--- config.mk ---
export PLATFORM = sky130hd
export DESIGN_NAME = tty_out_fifo
export DESIGN_NICKNAME = d
export VERILOG_FILES = /design/src/rtl/tty_out_fifo.sv
export SDC_FILE = /design/constraint.sdc
export NUM_CORES = 1
export LEC_CHECK = 0
export ABC_AREA = 0
export CELL_PAD_IN_SITES_DETAIL_PLACEMENT = 1
export CELL_PAD_IN_SITES_GLOBAL_PLACEMENT = 2
export CORE_MARGIN = 10
export CORE_UTILIZATION = 50
export CTS_BUF_LIST = sky130_fd_sc_hd__clkbuf_4 sky130_fd_sc_hd__clkbuf_8
export DETAILED_ROUTE_END_ITERATION = 8
export MAX_ROUTING_LAYER = met4
export PLACE_DENSITY = 0.85
export SLEW_MARGIN = 10
export SYNTH_ARGS = -nofsm -noshare
export SYNTH_HDL_FRONTEND = slang
export SYNTH_SLANG_ARGS = --single-unit
--- constraint.sdc ---
create_clock -name sys_clock -period 12.4 [get_ports sys_clock]
set_clock_uncertainty 0.05 [all_clocks]
set_input_delay 3.72 -clock sys_clock [delete_from_list [all_inputs] [get_ports sys_clock]]
set_output_delay 3.72 -clock sys_clock [all_outputs]
set_load 0.02 [all_outputs]
--- src/rtl/tty_out_fifo.sv ---
`default_nettype none
// ============================================================================
// Module      : tty_out_fifo
// Description : CPU-to-display character FIFO with a one-char-per-frame drain FSM.
//               Optional dropped-push counter enabled by TTY_FIFO_OVF_CNT_EN.
// Revision    : 1.0 - initial release
// ============================================================================
module tty_out_fifo #(
  parameter int DEPTH_LOG2 = 4,
  parameter int WIDTH      = 8
) (
  input  logic                  sys_clock,
  input  logic                  reset,
  input  logic                  cpu_clken,
  input  logic                  clr_screen,
  input  logic                  address,
  input  logic                  w_en,
  input  logic [WIDTH-1:0]      din,
  output logic                  busy,
  input  logic                  disp_ready,
  output logic                  disp_w_en,
  output logic [WIDTH-1:0]      disp_din,
  output logic [DEPTH_LOG2:0]   level
`ifdef TTY_FIFO_OVF_CNT_EN
  ,
  output logic [7:0]            ovf_count
`endif
);

  localparam int                       DEPTH      = 2**DEPTH_LOG2;
  localparam logic [DEPTH_LOG2:0]      c_LVL_FULL = (DEPTH_LOG2+1)'(DEPTH);
  localparam logic [DEPTH_LOG2:0]      c_LVL_ONE  = (DEPTH_LOG2+1)'(1);
  localparam logic [DEPTH_LOG2-1:0]    c_PTR_ONE  = DEPTH_LOG2'(1);

  typedef enum logic [1:0] {
    S_IDLE = 2'd0,
    S_HOLD = 2'd1,
    S_REL  = 2'd2
  } state_t;

  state_t                  r_state, w_state_next;
  logic [WIDTH-1:0]        r_mem [DEPTH];
  logic [DEPTH_LOG2-1:0]   r_wr_ptr, r_rd_ptr;
  logic [DEPTH_LOG2:0]     r_level, w_level_next;
  logic                    r_busy, r_cpu_seen;
  logic [WIDTH-1:0]        r_disp_din;
  logic                    w_push_req, w_full, w_push_ok, w_pop, w_load;

  // One push per CPU strobe; a full FIFO still accepts if a pop frees a slot.
  assign w_push_req = cpu_clken & w_en & ~address & ~r_cpu_seen;
  assign w_full     = (r_level == c_LVL_FULL);
  assign w_push_ok  = w_push_req & (~w_full | w_pop) & ~clr_screen;

  always_comb begin
    w_level_next = r_level;
    case ({w_push_ok, w_pop})
      2'b10:   w_level_next = r_level + c_LVL_ONE;
      2'b01:   w_level_next = r_level - c_LVL_ONE;
      default: w_level_next = r_level;
    endcase
  end

  always_ff @(posedge sys_clock) begin
    if (reset)
      r_cpu_seen <= 1'b0;
    else if (w_push_req)
      r_cpu_seen <= 1'b1;
    else if (~cpu_clken & ~w_en)
      r_cpu_seen <= 1'b0;
  end

  always_ff @(posedge sys_clock) begin
    if (reset || clr_screen) begin
      r_wr_ptr <= '0;
      r_rd_ptr <= '0;
      r_level  <= '0;
      r_busy   <= 1'b0;
    end else begin
      if (w_push_ok)
        r_wr_ptr <= r_wr_ptr + c_PTR_ONE;
      if (w_pop)
        r_rd_ptr <= r_rd_ptr + c_PTR_ONE;
      r_level <= w_level_next;
      r_busy  <= (w_level_next == c_LVL_FULL);
    end
  end

  always_ff @(posedge sys_clock) begin
    if (w_push_ok)
      r_mem[r_wr_ptr] <= din;
  end

  always_ff @(posedge sys_clock) begin
    if (reset)
      r_disp_din <= '0;
    else if (w_load)
      r_disp_din <= r_mem[r_rd_ptr];
  end

  always_ff @(posedge sys_clock) begin
    if (reset || clr_screen)
      r_state <= S_IDLE;
    else
      r_state <= w_state_next;
  end

  // REL waits for a CPU-idle cycle so the display can re-arm before the next char.
  always_comb begin
    w_state_next = r_state;
    w_load       = 1'b0;
    w_pop        = 1'b0;
    case (r_state)
      S_IDLE: begin
        if ((r_level != '0) && disp_ready) begin
          w_load       = 1'b1;
          w_state_next = S_HOLD;
        end
      end
      S_HOLD: begin
        if (!disp_ready) begin
          w_pop        = 1'b1;
          w_state_next = S_REL;
        end
      end
      S_REL: begin
        if (!cpu_clken)
          w_state_next = S_IDLE;
      end
      default: w_state_next = S_IDLE;
    endcase
  end

  assign busy      = r_busy;
  assign level     = r_level;
  assign disp_din  = r_disp_din;
  assign disp_w_en = (r_state == S_HOLD);

`ifdef TTY_FIFO_OVF_CNT_EN
  logic [7:0] r_ovf_count;

  always_ff @(posedge sys_clock) begin
    if (reset || clr_screen)
      r_ovf_count <= 8'd0;
    else if (w_push_req && w_full && !w_pop && (r_ovf_count != 8'hFF))
      r_ovf_count <= r_ovf_count + 8'd1;
  end

  assign ovf_count = r_ovf_count;
`endif

endmodule
`default_nettype wire

==> results of run 1 <==
-- kinds of logic after synthesis --
kind of cell | after synthesis
AOI/OAI and AO/OA | 47
xor gates and xnor gates | 12
and+or+nand+nor | 65
buffers and inverters | 27
muxes | 35
DFF | 153
adders and majority gates | 8
-- power groups by stage --
| stage | logic, W | clock network, W | registers, W |
|---|---|---|---|
| global route | 0.0000195 | 0.000431 | 0.000557 |
| CTS | 0.0000180 | 0.000411 | 0.000557 |
| floorplan | 0.00000470 | 0 | 0.000569 |
| finish | 0.0000176 | 0.000403 | 0.000557 |
| global placement | 0.0000167 | 0 | 0.000569 |
| detailed placement | 0.0000179 | 0 | 0.000569 |
-- Yosys cell counts (2+ instances only) --
cell type  count  share of area
nand2b_1       3         0.0031
buf_2          5         0.0041
mux4_2        32           0.12
dfxtp_1       25          0.083
and2_1         2         0.0021
nand4_1        2         0.0021
edfxtp_1     128           0.63
o21ai_0        3         0.0025
nand2_1        5         0.0031
ha_1           8          0.017
a21o_1         8         0.0099
a21oi_1       15          0.012
and3b_1        2         0.0029
inv_1          7         0.0043
nor3_1         5         0.0041
clkbuf_1      11         0.0068
buf_1          4         0.0025
nor2b_1        3         0.0031
mux2i_1        2         0.0033
xnor2_1        3         0.0043
a22oi_1       16          0.020
or2_2          2         0.0021
xor2_1         9          0.013
nor2_1        33          0.020
-- routing by layer --
metal | routed length, µm | share of wire
met1 | 5320 | 0.41
met2 | 6970 | 0.54
met3 | 616 | 0.047
met4 | 92 | 0.0071
met5 | 0 | 0
-- flip-flops by register name, summed over array words and instances, names as in the netlist --
register / count
r_mem: 128
r_wr_ptr: 4
r_state: 2
r_rd_ptr: 4
busy: 1
level: 5
r_cpu_seen: 1
disp_din: 8
-- worst max-delay path by stage --
stage                     startpoint   end  slack (ps)
final                     disp_ready  busy        5650
after global routing      disp_ready  busy        5430
after CTS                 disp_ready  busy        5660
after detailed placement  disp_ready  busy        5170
after global placement    disp_ready  busy        5310
after floorplan           disp_ready  busy        5890
-- worst max-delay path: cells and delay by family --
kind	cells	cell delay, ps
adders and majority gates	2	550
and+or+nand+nor	3	860
AOI/OAI and AO/OA	3	830
buffers and inverters	2	550
xor gates and xnor gates	1	170
muxes	1	360
-- through the flow --
| stage | utilization | cells |
|---|---|---|
| floorplan | - | 347 |
| global placement | 0.544 | 509 |
| detailed placement | 0.544 | 509 |
| CTS | 0.579 | 541 |
| global route | 0.579 | 541 |
| finish | 0.579 | 541 |
-- final cells by class --
type	instances	share of cell area
repair buffers	35	0.0484
well taps	147	0.0265
clock inverters	10	0.0217
clock buffers	22	0.0401
multi-input cells	167	0.233
inverters	7	0.00379
flip-flops and latches	153	0.627
==> run_results.csv, run 1 <==
group,metric,value,unit
sta,setup_slack,5650,ps
floorplanning,fp-row-count,40,
grt,busiest_layer,"met2",
placed_design,placed_cell_area,6500,µm²
floorplanning,die_x,130,µm
setup_path,rr_endpoint,"busy",
clock_network,hold_buffers,0,
setup_path,critical_path_arrival,7040,ps
finish,ff_latch_area,4350,µm²
logic_synthesis,synthXorXnorAreaFrac,0.0173,
detailed_routing,vias_per_cell,5.89,
finish,diodes,0,
sta,period_share,0.545,
grt,antenna_found_initial,0,
worst_hold_path,min_from,"disp_din[6]",
setup_path,worstPathRequired,12690,ps
logic_synthesis,yosys.area_share.simple,0.0537,
logic_synthesis,synth_edf_count,128,
logic_synthesis,synth_seq_cells,153,
sta,min_period,6750,ps
finish,drive_gt1_frac,0.190,
clock_network,numClockSinks,153,
setup_path,r2r-start,"r_state[0]",
detailed_routing,drt_iter0_markers,261,
detailed_routing,vias,3184,
sta,worst_pin_slew,956,ps
detailed_routing,wl_per_cell,24.0,µm
clock_network,cts.reportedPaths.clkPinSlew,70,ps
setup_path,r2r_cells,11,
power_and_ir_drop,p_switching,0.000183,W
clock_network,numCtsBuffers,17,
floorplanning,start_util,0.507,
logic_synthesis,yosysUniqueCellTypes,38,
sta,finalSetupViolCount,0,
placed_design,io_buffers,29,
logic_synthesis,synth_fa_ha_area_frac,0.0165,
logic_synthesis,yosysWarnings,0,
grt,globalRouteMet2Util,0.281,
finish,layout_common_cells,"128 x edfxtp_1, 33 x nor2_1, 32 x mux4_2",
logic_synthesis,synth_nets,370,
power_and_ir_drop,p_comb_frac,0.018,
logic_synthesis,syn_inst,347,
clock_network,ctsRootBufferMaster,"clkbuf_8",
sta,max_freq,148,MHz
logic_synthesis,syn_avg_cell_area,17.5,µm²
clock_network,cts_tree,"done",
clock_network,cts_resized,0,
floorplanning,die_h,130,µm
clock_network,post_cts.repair.setup_buffers,0,
setup_path,cp-end-kind,"register",
grt,grt_usage,0.171,
setup_path,critPathKind,"in -> reg",
logic_synthesis,ys.flop_type,"edfxtp_1",
sta,relSlewSlack,0.360,
grt,use_met1,0.200,
status,status,"complete, no violations",
setup_path,max_stage_delay,580,ps
flow_run,cap_violations,0,
floorplanning,io_pins,30,
detailed_routing,antenna_left,0,
floorplanning,dieArea,16900,µm²
setup_path,crit_fanout,9,
detailed_routing,drc,0,
setup_path,rrSetupSlack,8970,ps
power_and_ir_drop,report.power.total,0.000977,W
power_and_ir_drop,ir_drop,78.0,µV
finish,fillers,1090,
placed_design,dp_hpwl,8400,µm
sta,grt_setup_unrepaired,"no",
logic_synthesis,synth_top_family_by_area,"multiplexers",
finish,final_common_cell,"edfxtp_1",
power_and_ir_drop,p_sw_frac,0.187,
logic_synthesis,synth_area,6060,µm²
grt,overflow,0,
worst_hold_path,min_to,"disp_din[6]",
placed_design,pre_cts_ws,5170,ps
setup_path,cp_slowest_cell,"a311oi_4",
power_and_ir_drop,leakage,2.28,nW
logic_synthesis,synth-compound-area-share,0.0543,
sta,hold_violations,0,
setup_path,cp_common_cell,"ha_1",
grt,met3_usage,0.0507,
grt,grt_pass1_vias,3456,
placed_design,gp_congestion,0.785,
power_and_ir_drop,p_seq_frac,0.570,
detailed_routing,drt_wl_total,13000,µm
detailed_routing,first_pass_iters,4,
logic_synthesis,synthArstFlopShare,0,
setup_path,crit_chain,"clkdlybuf4s50_1 -> or3b_1 -> a311oi_4 -> inv_1 -> ha_1 -> xor2_1 -> ha_1 -> and3b_1 -> o21ai_0 -> a21oi_1 -> mux2_2 -> and4_1",
power_and_ir_drop,clock_power_share,0.412,
finish,syn2layout_area_growth,14.3,%
worst_hold_path,hold_class,"reg -> reg",
logic_synthesis,synthMuxAreaShare,0.124,
worst_hold_path,whs_path_depth,1,
sta,hold_ws,404,ps
grt,grt_pass1_wl,20300,µm
finish,design_area,6930,µm²
setup_path,critPathLaunchType,"input port",
finish,nets,404,
floorplanning,core,12000,µm²
logic_synthesis,yosysSeqAreaShare,0.716,
clock_network,clock_path_buffers,2,
power_and_ir_drop,powerDensity,141,nW/µm²
finish,multi_input_area,1610,µm²
clock_network,htreeDepth,4,
clock_network,clk_latency,450,ps
sta,setup_tns,0,ps
grt,grt_max_degree,33,
sta,slew_viol_final,0,
power_and_ir_drop,cellInternalPower,0.000794,W
Power figures use the tool's default switching activity.
==> run 2: changes to the inputs <==
--- a/config.mk
+++ b/config.mk
@@ -9,11 +9,11 @@
 export CELL_PAD_IN_SITES_DETAIL_PLACEMENT = 1
 export CELL_PAD_IN_SITES_GLOBAL_PLACEMENT = 2
 export CORE_MARGIN = 10
-export CORE_UTILIZATION = 50
+export CORE_UTILIZATION = 47
 export CTS_BUF_LIST = sky130_fd_sc_hd__clkbuf_4 sky130_fd_sc_hd__clkbuf_8
 export DETAILED_ROUTE_END_ITERATION = 8
 export MAX_ROUTING_LAYER = met4
-export PLACE_DENSITY = 0.85
+export PLACE_DENSITY = 0.8
 export SLEW_MARGIN = 10
 export SYNTH_ARGS = -nofsm -noshare
 export SYNTH_HDL_FRONTEND = slang
==> constraint.sdc (replaced) <==
create_clock -name sys_clock -period 6.9 [get_ports sys_clock]
set_clock_uncertainty 0.05 [all_clocks]
set_input_delay 2.07 -clock sys_clock [delete_from_list [all_inputs] [get_ports sys_clock]]
set_output_delay 2.07 -clock sys_clock [all_outputs]
set_load 0.02 [all_outputs]
==> run 2 against run 1 <==
  * Combinational power is 77% higher
  * Flip-flop and latch count stayed put
  * Total power is 73% higher
  * Count of clock-buffer cells in the layout is 3 higher
  * First-iteration DRC count is 29% lower
  * Utilization is 3.1 points lower
  * Sequential power is 80% higher
  * Cell count is 4.3% higher
  * Critical endpoint unchanged
==> run_results.csv, run 2 (synthesis results as in run 1) <==
group,metric,value,unit
setup_path,worstPathRequired,7190,ps
setup_path,r2r_cells,11,
finish,design_area,6920,µm²
clock_network,clock_path_buffers,2,
flow_run,cap_violations,0,
floorplanning,die_x,134,µm
finish,nets,402,
power_and_ir_drop,ir_drop,108,µV
clock_network,post_cts.repair.setup_buffers,0,
finish,diodes,0,
sta,hold_ws,403,ps
finish,regMostFlops,"r_mem",
placed_design,placed_cell_area,6530,µm²
placed_design,gp_congestion,0.734,
detailed_routing,drc,0,
floorplanning,io_pins,30,
clock_network,clk_latency,440,ps
setup_path,cp_common_cell,"ha_1",
clock_network,numClockSinks,153,
grt,grt_max_degree,33,
sta,hold_violations,0,
clock_network,ctsRootBufferMaster,"clkbuf_8",
power_and_ir_drop,leakage,2.26,nW
setup_path,crit_buf_inv,2,
finish,syn2layout_area_growth,14.1,%
placed_design,io_buffers,29,
finish,drive_gt1_frac,0.194,
grt,grt_pass1_vias,3480,
clock_network,cts.reportedPaths.clkPinSlew,80,ps
floorplanning,start_util,0.480,
sta,relSlewSlack,0.339,
setup_path,rrSetupSlack,3490,ps
setup_path,cp_slowest_cell,"a311oi_4",
floorplanning,dieArea,17800,µm²
grt,grt_pass1_wl,19900,µm
clock_network,hold_buffers,0,
sta,min_period,5070,ps
status,status,"complete, no violations",
setup_path,cp-end-kind,"register",
placed_design,dp_hpwl,8380,µm
detailed_routing,wl_per_cell,22.3,µm
floorplanning,core,12600,µm²
setup_path,startpoint,"disp_ready",
clock_network,cts_resized,0,
detailed_routing,vias,3127,
sta,setup_tns,0,ps
detailed_routing,drt_wl_total,12600,µm
setup_path,crit_fanout,9,
finish,largest_reg_flops,128,
setup_path,max_stage_delay,580,ps
grt,grt_usage,0.153,
clock_network,numCtsBuffers,17,
setup_path,critical_path.endpoint,"busy",
sta,max_freq,197,MHz
setup_path,rr_endpoint,"busy",
power_and_ir_drop,powerDensity,244,nW/µm²
setup_path,crit_cells,12,
setup_path,critPathLaunchType,"input port",
sta,finalSetupViolCount,0,
finish,layout_common_cells,"128 x edfxtp_1, 33 x nor2_1, 32 x mux4_2",
clock_network,htreeDepth,4,
detailed_routing,vias_per_cell,5.54,
sta,slew_viol_final,0,
floorplanning,fp-row-count,41,
setup_path,cpLargestDelayFamily,"simple AND/OR/NAND/NOR gates",
grt,antenna_found_initial,0,
detailed_routing,first_pass_iters,4,
floorplanning,die_h,134,µm
grt,overflow,0,
setup_path,crit_chain,"clkdlybuf4s50_1 -> or3b_1 -> a311oi_4 -> inv_1 -> ha_1 -> xor2_1 -> ha_1 -> and3b_1 -> o21ai_0 -> a21oi_1 -> mux2_2 -> and4_1",
worst_hold_path,hold_class,"reg -> reg",
setup_path,r2r-start,"r_state[0]",
clock_network,cts_tree,"done",
finish,final_common_cell,"edfxtp_1",
setup_path,critical_path_arrival,5360,ps
setup_path,critPathKind,"in -> reg",
detailed_routing,drt_iter0_markers,185,
sta,worst_pin_slew,988,ps
detailed_routing,antenna_left,0,
sta,period_share,0.735,
sta,grt_setup_unrepaired,"no",
power_and_ir_drop,report.power.total,0.00169,W
-- run 2: changes by cell type in the layout (fill, tap and decap cells not counted), sizes merged --
| cell | change |
|---|---|
| buf | -2 |
| bufinv | -3 |
| clkbuf | +3 |
-- run 2: power breakdown --
part / total (W) / leakage (nW) / switching, W / internal, W
Sequential: 0.00100 / 1.35 / 0.000000853 / 0.00100
Clock: 0.000654 / 0.204 / 0.000311 / 0.000343
Combinational: 0.0000311 / 0.703 / 0.0000196 / 0.0000115
Total: 0.00169 / 2.26 / 0.000332 / 0.00135
-- run 2: cell type report --
| type | instances | area (µm²) |
|---|---|---|
| fillers | 1203 | 5700 |
| flip-flops and latches | 153 | 4350 |
| multi-input cells | 167 | 1620 |
| clock buffers | 25 | 325 |
| repair buffers | 33 | 320 |
| well taps | 172 | 215 |
| clock inverters | 7 | 65.1 |
| inverters | 7 | 26.3 |
-- run 2: per-layer routing --
layer / GRT usage / vias to the layer above / part of all wire
met5: - / - / 0
met4: 0.0599 / 0 / 0.011
met3: 0.0372 / 13 / 0.039
met2: 0.254 / 56 / 0.53
met1: 0.175 / 1642 / 0.42
li1: - / 1416 / -
-- run 2: worst reg2reg max path, stage by stage (launching register included) --
cell and delay [ps]:
dfxtp_1 380, or3b_1 500, a311oi_4 580, inv_1 130
ha_1 340, xor2_1 180, ha_1 210, and3b_1 170
o21ai_0 70, a21oi_1 160, mux2_2 350, and4_1 180
-- run 2: worst min path at each step --
stage / from / end / slack [ps] / cells past startpoint
2_1_floorplan: r_cpu_seen / r_cpu_seen / 390 / 2
3_3_place_gp: disp_din[4] / disp_din[4] / 380 / 1
3_5_place_dp: disp_din[0] / disp_din[0] / 390 / 1
4_1_cts: disp_din[3] / disp_din[3] / 410 / 1
5_1_grt: disp_din[5] / disp_din[5] / 420 / 1
6_report: disp_din[3] / disp_din[3] / 400 / 1
-- run 2: per-stage QoR --
step	util	instances	setup slack (ps)
CTS	0.548	564	1840
global route	0.548	564	1670
finish	0.548	564	1830
global placement	0.517	532	1460
floorplan	-	347	2040
detailed placement	0.517	532	1360
==> run 3: changes to the inputs <==
--- a/config.mk
+++ b/config.mk
@@ -9,11 +9,11 @@
 export CELL_PAD_IN_SITES_DETAIL_PLACEMENT = 1
 export CELL_PAD_IN_SITES_GLOBAL_PLACEMENT = 2
 export CORE_MARGIN = 10
-export CORE_UTILIZATION = 47
+export CORE_UTILIZATION = 43
 export CTS_BUF_LIST = sky130_fd_sc_hd__clkbuf_4 sky130_fd_sc_hd__clkbuf_8
 export DETAILED_ROUTE_END_ITERATION = 8
 export MAX_ROUTING_LAYER = met4
-export PLACE_DENSITY = 0.8
+export PLACE_DENSITY = 0.77
 export SLEW_MARGIN = 10
 export SYNTH_ARGS = -nofsm -noshare
 export SYNTH_HDL_FRONTEND = slang
==> constraint.sdc (replaced) <==
create_clock -name sys_clock -period 4.6 [get_ports sys_clock]
set_clock_uncertainty 0.05 [all_clocks]
set_input_delay 1.38 -clock sys_clock [delete_from_list [all_inputs] [get_ports sys_clock]]
set_output_delay 1.38 -clock sys_clock [all_outputs]
set_load 0.02 [all_outputs]
==> run 3 against run 2 <==
  * Global-route usage shrank 1.4 points
  * Clock power grew 48%
  * Critical path type unchanged
  * Register-to-register slack lost 1900 ps
  * Largest power group unchanged
  * Worst setup slack lost 1300 ps
  * Critical path depth is the same
  * Critical endpoint unchanged
  * Non-clock buffer count grew 16
  * Utilization shrank 4.0 points
  * Sequential share of layout area shrank 1.0 points
==> run_results.csv, run 3 (synthesis results as in run 1) <==
group,metric,value,unit
finish,multi_input_area,1610,µm²
clock_network,htreeDepth,4,
floorplanning,fp-row-count,43,
placed_design,placed_cell_area,6650,µm²
detailed_routing,drc,0,
grt,overflow,0,
grt,grt_usage,0.138,
sta,finalSetupViolCount,0,
grt,grt_max_degree,29,
clock_network,hold_buffers,0,
clock_network,post_cts.repair.setup_buffers,0,
detailed_routing,drt_wl_total,12600,µm
sta,hold_violations,0,
status,status,"complete, no violations",
clock_network,cts_tree,"done",
power_and_ir_drop,ir_drop,236,µV
sta,relSlewSlack,0.245,
setup_path,cp-end-kind,"register",
grt,grt_pass1_vias,3402,
finish,design_area,7030,µm²
placed_design,dp_hpwl,8380,µm
setup_path,crit_fanout,8,
detailed_routing,antenna_left,0,
detailed_routing,vias,3157,
placed_design,io_buffers,29,
sta,setup_tns,0,ps
floorplanning,io_pins,30,
finish,nets,418,
power_and_ir_drop,p_seq_frac,0.596,
floorplanning,die_x,139,µm
sta,max_freq,248,MHz
floorplanning,core,13800,µm²
finish,regMostFlops,"r_mem",
clock_network,clock_path_buffers,2,
detailed_routing,first_pass_iters,4,
detailed_routing,drt_iter0_markers,172,
sta,worst_pin_slew,1130,ps
setup_path,critical_path_arrival,4320,ps
clock_network,clk_latency,440,ps
finish,final_common_cell,"edfxtp_1",
setup_path,worstPathRequired,4890,ps
finish,layout_common_cells,"128 x edfxtp_1, 33 x nor2_1, 32 x mux4_2",
finish,diodes,0,
setup_path,critPathLaunchType,"input port",
sta,min_period,4040,ps
finish,drive_gt1_frac,0.219,
power_and_ir_drop,clock_power_share,0.385,
floorplanning,die_h,139,µm
power_and_ir_drop,p_sw_frac,0.200,
grt,grt_pass1_wl,19600,µm
power_and_ir_drop,report.power.total,0.00252,W
sta,hold_ws,408,ps
setup_path,critPathKind,"in -> reg",
finish,largest_reg_flops,128,
power_and_ir_drop,p_comb_frac,0.018,
finish,ff_latch_area,4350,µm²
detailed_routing,vias_per_cell,5.38,
power_and_ir_drop,powerDensity,358,nW/µm²
detailed_routing,wl_per_cell,21.5,µm
power_and_ir_drop,leakage,2.32,nW
clock_network,numClockSinks,153,
power_and_ir_drop,p_switching,0.000505,W
sta,slew_viol_final,0,
sta,grt_setup_unrepaired,"no",
grt,antenna_found_initial,0,
flow_run,cap_violations,0,
finish,fillers,1305,
clock_network,cts.reportedPaths.clkPinSlew,70,ps
worst_hold_path,hold_class,"reg -> reg",
clock_network,numCtsBuffers,17,
power_and_ir_drop,cellInternalPower,0.00201,W
clock_network,cts_resized,0,
finish,syn2layout_area_growth,16.0,%
floorplanning,start_util,0.439,
placed_design,gp_congestion,0.737,
floorplanning,dieArea,19300,µm²
clock_network,ctsRootBufferMaster,"clkbuf_8",
sta,period_share,0.877,
## run 3: cell count changes in the layout (fill, tap and decap cells not counted)
cell	delta
buf_4	+16
clkbuf_8	-5
clkinvlp_4	+2
bufinv_16	+1
clkinv_4	+3
nor3_2	-2
clkinv_2	-2
nor3_1	+2
## run 3: layer usage
metal | vias up | global-route usage | part of all wire
li1 | 1454 | - | -
met3 | 13 | 0.0373 | 0.042
met1 | 1634 | 0.164 | 0.43
met5 | - | - | 0
met4 | 0 | 0.0428 | 0.011
met2 | 56 | 0.225 | 0.51
## run 3: path summary, 6_finish.rpt
check,from,endpoint,slack (ps),cells past startpoint
worst max-delay path,disp_ready,busy,560,12
worst min-delay path,disp_din[2],disp_din[2],410,1
worst max register to register,r_state[0],busy,1550,11
worst min register to register,disp_din[2],disp_din[2],410,1
## run 3: worst max-delay path, cell delays in order
cell	delay, ps
clkdlybuf4s50_1	420
or3b_1	430
a311oi_4	330
inv_1	100
ha_1	320
xor2_1	170
ha_1	190
and3b_1	170
o21ai_0	80
a21oi_1	180
mux2_2	360
and4_1	190
## run 3: cell type report
cell class / instances / area share
Clock buffer: 20 / 0.0365
Clock inverter: 11 / 0.0180
Inverter: 7 / 0.00374
Multi-Input combinational cell: 167 / 0.229
Sequential cell: 153 / 0.618
Tap cell: 180 / 0.0320
Timing Repair Buffer: 49 / 0.0626
## run 3: metrics by stage
step / setup slack, ps / instances / utilization
detailed placement: 89.3 / 556 / 0.481
global route: 395 / 587 / 0.509
finish: 564 / 587 / 0.509
floorplan: 432 / 347 / -
CTS: 559 / 587 / 0.509
global placement: 206 / 556 / 0.481
## run 3: power groups by stage
| stage | clock network [W] | logic [W] | registers, W |
|---|---|---|---|
| 3_5_place_dp | 0 | 0.0000477 | 0.00153 |
| 5_1_grt | 0.00106 | 0.0000522 | 0.00150 |
| 6_report | 0.000970 | 0.0000464 | 0.00150 |
| 2_1_floorplan | 0 | 0.0000127 | 0.00153 |
| 3_3_place_gp | 0 | 0.0000451 | 0.00153 |
| 4_1_cts | 0.000999 | 0.0000479 | 0.00150 |
